--- src/rtl/emergency_preempt.sv ---
// Siren sensor conditioning: 2-flop sync, debounce, one-cycle preemption pulses.
// Optional saturating pulse counter on evt_count when EMERGENCY_COUNT_EN is defined.
module emergency_preempt #(
   parameter int DEBOUNCE_CYCLES = 4,
   parameter int COOLDOWN_CYCLES = 18,
   parameter int CNT_W           = 5
) (
   input  logic       clk,
   input  logic       rst,
   input  logic       siren_raw,
   input  logic       enable,
   output logic       emergency,
   output logic       busy,
   output logic [1:0] state_dbg
`ifdef EMERGENCY_COUNT_EN
   ,
   output logic [7:0] evt_count
`endif
);

   typedef enum logic [1:0] {
      IDLE     = 2'b00,
      DEBOUNCE = 2'b01,
      FIRE     = 2'b10,
      COOLDOWN = 2'b11
   } state_t;

   localparam logic [CNT_W-1:0] DB_LAST = CNT_W'(DEBOUNCE_CYCLES - 1);
   localparam logic [CNT_W-1:0] CD_LAST = CNT_W'(COOLDOWN_CYCLES - 1);

   state_t           state;
   logic [CNT_W-1:0] cnt;
   logic             s1;
   logic             s2;

   assign state_dbg = state;

   always_ff @(posedge clk or posedge rst) begin
      if (rst) begin
         s1 <= 1'b0;
         s2 <= 1'b0;
      end else begin
         s1 <= siren_raw;
         s2 <= s1;
      end
   end

   // emergency/busy are decoded from the state being entered
   always_ff @(posedge clk or posedge rst) begin
      if (rst) begin
         state     <= IDLE;
         cnt       <= '0;
         emergency <= 1'b0;
         busy      <= 1'b0;
      end else if (!enable) begin
         state     <= IDLE;
         cnt       <= '0;
         emergency <= 1'b0;
         busy      <= 1'b0;
      end else begin
         emergency <= 1'b0;
         unique case (state)
            IDLE: begin
               if (s2) begin
                  state <= DEBOUNCE;
                  cnt   <= '0;
                  busy  <= 1'b1;
               end
            end
            DEBOUNCE: begin
               if (!s2) begin
                  state <= IDLE;
                  cnt   <= '0;
                  busy  <= 1'b0;
               end else if (cnt == DB_LAST) begin
                  state     <= FIRE;
                  cnt       <= '0;
                  emergency <= 1'b1;
                  busy      <= 1'b1;
               end else begin
                  cnt <= cnt + 1'b1;
               end
            end
            FIRE: begin
               state <= COOLDOWN;
               cnt   <= '0;
               busy  <= 1'b1;
            end
            COOLDOWN: begin
               if (cnt == CD_LAST) begin
                  cnt <= '0;
                  if (s2) begin
                     state     <= FIRE;
                     emergency <= 1'b1;
                     busy      <= 1'b1;
                  end else begin
                     state <= IDLE;
                     busy  <= 1'b0;
                  end
               end else begin
                  cnt <= cnt + 1'b1;
               end
            end
            default: begin
               state <= IDLE;
               cnt   <= '0;
               busy  <= 1'b0;
            end
         endcase
      end
   end

`ifdef EMERGENCY_COUNT_EN
   logic db_done;
   logic cd_done;
   logic fire_next;

   assign db_done   = (state == DEBOUNCE) && s2 && (cnt == DB_LAST);
   assign cd_done   = (state == COOLDOWN) && s2 && (cnt == CD_LAST);
   assign fire_next = enable && (db_done || cd_done);

   always_ff @(posedge clk or posedge rst) begin
      if (rst) begin
         evt_count <= 8'h00;
      end else if (fire_next && (evt_count != 8'hFF)) begin
         evt_count <= evt_count + 8'h01;
      end
   end
`endif

endmodule

--- config.mk ---
export PLATFORM = sky130hd
export DESIGN_NAME = emergency_preempt
export DESIGN_NICKNAME = d
export VERILOG_FILES = /design/src/rtl/emergency_preempt.sv
export SDC_FILE = /design/constraint.sdc
export NUM_CORES = 1
export LEC_CHECK = 0
export CORE_UTILIZATION = 25
export CTS_CLUSTER_DIAMETER = 120
export DETAILED_ROUTE_END_ITERATION = 6
export SLEW_MARGIN = 20
export SYNTH_ARGS = -nofsm -noshare
export SYNTH_HDL_FRONTEND = slang
export SYNTH_SLANG_ARGS = --single-unit
--- constraint.sdc ---
create_clock -name clk -period 1.5 [get_ports clk]
set_input_delay 0.15 -clock clk [delete_from_list [all_inputs] [get_ports clk]]
set_output_delay 0.15 -clock clk [all_outputs]
set_load 0.05 [all_outputs]
-- Word level (Yosys, flattened, before mapping)
Cells that the tools add are included.
- bitwise gates (word level): 0
- multiply operators: 0
- reductions and logical operators: 2
- equality and inequality tests: 8
- add/subtract/negate cells: 1
- mux-type cells: 25
- $lt $le $gt $ge: 0
- divide/modulo/power cells: 0
- shifts and indexed selects: 0
- operators with widths (operator ; count):
    $mux W5 ; 5
    $pmux W5 S4 ; 1
    $mux W2 ; 6
    $mux W1 ; 10
    $pmux W2 S4 ; 1
    $ne A3 B3 Y1 const B ; 2
    $add A5 B1 Y5 const B ; 1
    $eq A5 B2 Y1 const B ; 1
    $eq A5 B5 Y1 const B ; 1
    $eq A2 B2 Y1 const B ; 2
    $ne A4 B4 Y1 const B ; 1
    $pmux W1 S4 ; 1
    $reduce_and A3 Y1 ; 1
    $eq A2 B1 Y1 const B ; 1
    $logic_not A2 Y1 ; 1
    $pmux W1 S2 ; 1
- RAM bits: 0
- memories kept: 0
- bits in read-only memories: 0
- bits in latches: 0
- output and inout port bits: 4
- flip-flop bits (word level): 11
- word-level logic and storage cells: 42

-- Longest topological paths before layout
- depth after elaboration: 5
- depth in mapped cells: 6
- depth with buffers taken out: 6

-- Least setup slack after synthesis
No wires, ideal clock.
- kind: register -> register
- start point: register state[1] (netlist: state_dbg[1])
- end point: register cnt[3]
- setup slack: -79 ps
- required time: 1376 ps
- arrival: 1455 ps
- stages on the path, launching flop included: 5
- setup time: 124 ps
- path buffers: 0
- cells stage by stage: dfrtp_1 -> nand4b_1 -> a2bb2oi_4 -> nor3_1 -> a211o_1
- word-level cells in the longest chain between the ends: 3
- elaborated cells on any way between the ends: 7
- those cells by class: eq/ne: 4; mux: 2; reduce/logical: 1
- ends and longest elaborated chain (what ; RTL line ; source):
    from (decl) ; 31 ; state_t state;
    from (signal assigned) ; 51 ; state <= IDLE;
    from (signal assigned) ; 56 ; state <= IDLE;
    from (signal assigned) ; 65 ; state <= DEBOUNCE;
    $eq A2 B2 Y1, or another cell as far along ; 62 ; unique case (state)
    $pmux W5 S4 ; 62 ;
    $mux W5 ; 55 ; end else if (!enable) begin
    to (signal assigned) ; 81 ; cnt <= cnt + 1'b1;
    to (signal assigned) ; 101 ; cnt <= cnt + 1'b1;
    to (decl) ; 32 ; logic [CNT_W-1:0] cnt;
Several ways; a longest one is shown, not always the timed one.
A chain may end at the register's enable or synchronous reset.

-- Final worst setup path
- start point: register cnt[1]
- end point: register cnt[3]
- word-level cells in the longest chain between the ends: 5
- elaborated cells on any way between the ends: 8
- those cells by class: add/sub: 1; eq/ne: 2; mux: 5
- ends and longest elaborated chain (what ; RTL line ; source):
    $add A5 B1 Y5 / $eq A5 B2 Y1 (equally long branches) ; 81, 101, 75 ;
    $mux W5 ; 75 ; end else if (cnt == DB_LAST) begin
    $mux W5 ; 71 ; if (!s2) begin
    $pmux W5 S4 (*) ; 62 ;
    $mux W5 (*) ; 55 ;
Every way passes the cells marked *; elsewhere a longest branch is shown, timed or not.

==> impl_metrics.ini <==
[route]
firstDrtPassIters = 3
drc = 0
drtAntennaViolNets = 0
drt_iter0_markers = 8
wl_mm = 1.20
vias = 464
detail_route.vias_per_cell = 4.42
wl_per_cell_um = 11.4

[synthesis]
synth_area_leader_cell = dfrtp_1
synth_top_area_share_pct = 49.3
yosysSeqAreaShare_pct = 49.3
synth_area_leaders = dfrtp_1 (49%), o21ai_0 (6.3%), a2bb2oi_4 (4.7%), nand2_1 (4.7%), ha_1 (4.5%)
synth_nets = 57
syn_inst = 51
avgSynthCellArea_um2 = 10.9
ys_ff_latch = 11
yosysWarnings = 0
post_synth_num_cell_types = 21
syn_area_um2 = 558

[floorplan]
die_area_um2 = 2430
core-area_um2 = 2020
fp.dieH_um = 49.2
die_x_um = 49.2
fp-row-count = 16
start_util_pct = 27.6
io_pins = 8

[grt]
grt_pass1_vias = 420
overflow = 0
grt_first_pass_wirelength_mm = 1.84
grt_max_degree = 12
track_usage_pct = 10.5
antenna_found_initial = 0

[placed_design]
dp_hpwl_um = 784
portBuffers = 7
pre_cts_slack_ps = -56.3
placed_area_um2 = 732
gp_congestion = 0.717

[final_layout]
final_common_cell = buf_4
drive_gt1_share_pct = 47.4
diodes = 0
syn_to_final_growth_pct = 49.8
final_nets = 85
layout_common_cells = buf_4 (18), dfrtp_1 (9), nand2_1 (7)
final_area_um2 = 836

[worst_setup_path]
cp-start-kind = register
end_kind = register
cp_max_fo = 7
critPathKind = reg -> reg
r2r-end = cnt[3]
critical_path_arrival_ps = 1710
reg2reg_depth = 5
required_ps = 1660
reg2reg_slack_ps = -40
r2r_start = cnt[1]

[cts]
clock_path_buffers = 2
cts.htree.levels = 1
root_buffer = clkbuf_4
cts_buffers = 3
cts_tree = yes
cts_hold_buf = 0
clock_latency_ps = 270
clock-sinks = 11
clk_pin_slew_worst_paths_ps = 70

[sta]
finalSetupViolations = 3
layout_setup_ws_ps = -44.3
rsz0062_at_grt = true
skew_ps = 6.78
finalHoldViolCount = 0
maxSlewHeadroom_pct = 72.0
fin_crit_ps = 1540
slew_viol_final = 0
fmax_ghz = 0.648
min_period_over_period_pct = 103
worst_pin_slew_ps = 419

[status]
violations = negative setup slack
outcome = complete, but fails checks

[power_and_ir_drop]
vdd_drop_max_v = 0.000544
power-per-cell-area_nw_per_um2 = 1040
p_leak_uw = 0.000381

[min_path]
min_path_type = in -> async

[run]
maxCapViolCount = 0
==> per-layer routing <==
metal	GRT usage [%]	routed length (um)	up-vias	share of wire (%)
met5	0	0	-	0
met1	14.3	606	209	51
met2	13.5	518	11	43
met4	10.3	32	0	2.7
li1	-	-	240	-
met3	1.87	37	4	3.1
==> area by class of cell <==
type | instances | area [um2]
Multi-Input combinational cell | 37 | 299
Tap cell | 27 | 33.8
Sequential cell | 11 | 278
Fill cell | 201 | 1190
Inverter | 3 | 11.3
Timing Repair Buffer | 23 | 188
Clock buffer | 4 | 26.3
==> critical path, stage by stage, from the launching register on <==
cell	delay [ps]
dfrtp_1	370
ha_2	180
nor4b_4	290
a2bb2oi_4	270
nor3_2	60
a211o_1	270
==> where the power goes <==
| group | internal, uW | switching (uW) |
|---|---|---|
| sequential | 329 | 41.6 |
| clock | 103 | 101 |
| combinational | 128 | 167 |
==> per-stage QoR <==
| stage | total power [uW] | TNS (ps) | util (%) | instances | hold WS (ps) |
|---|---|---|---|---|---|
| 6_report | 870 | -74.2 | 41.3 | 105 | 166 |
| 5_1_grt | 917 | -590 | 41.3 | 105 | 205 |
| 4_1_cts | 847 | -65.3 | 39.6 | 104 | 181 |
| 3_5_place_dp | 619 | -67.9 | 36.2 | 95 | 340 |
| 3_3_place_gp | 617 | -16.3 | 36.2 | 95 | 332 |
| 2_1_floorplan | 523 | 0 | - | 51 | 2.30 |
==> registers in the layout (all words and copies together) (netlist names) <==
register   cells
cnt            5
state_dbg      2
busy           1
emergency      1
s1             1
s2             1
==> kinds of logic after synthesis <==
kind of cell               Yosys count  share of synthesized area (%)
buffers and inverters                3                           2.02
and+or+nand+nor                     20                           25.3
AOI/OAI and AO/OA                   15                           18.8
adders and majority gates            2                           4.48
DFF                                 11                           49.3
==> repair_timing <==
action,4_1_cts,5_1_grt
resized for setup,1,9
endpoints found under the setup margin,2,7
pin swaps,3,3
setup buffers,5,1
==> Yosys cell counts (all sizes together) <==
library cell and number:
a211o 1, a21o 1, a21oi 3, a2bb2oi 1, a31oi 1, and3 1, dfrtp 11, ha 2
inv 3, nand2 7, nand3 2, nand4b 1, nand4bb 1, nor2 1, nor3 2, nor3b 2
nor4b 2, o21ai 7, o22ai 1, or2 1
==> how the worst max path moves through the flow <==
stage / from / end / slack (ps)
CTS: cnt[1] / cnt[3] / -30
floorplan: cnt[0] / cnt[3] / 1
detailed placement: enable / cnt[3] / -60
finish: cnt[1] / cnt[3] / -40
global route: cnt[1] / cnt[2] / -140
global placement: cnt[0] / cnt[3] / -20
Power figures use the tool's default switching activity.
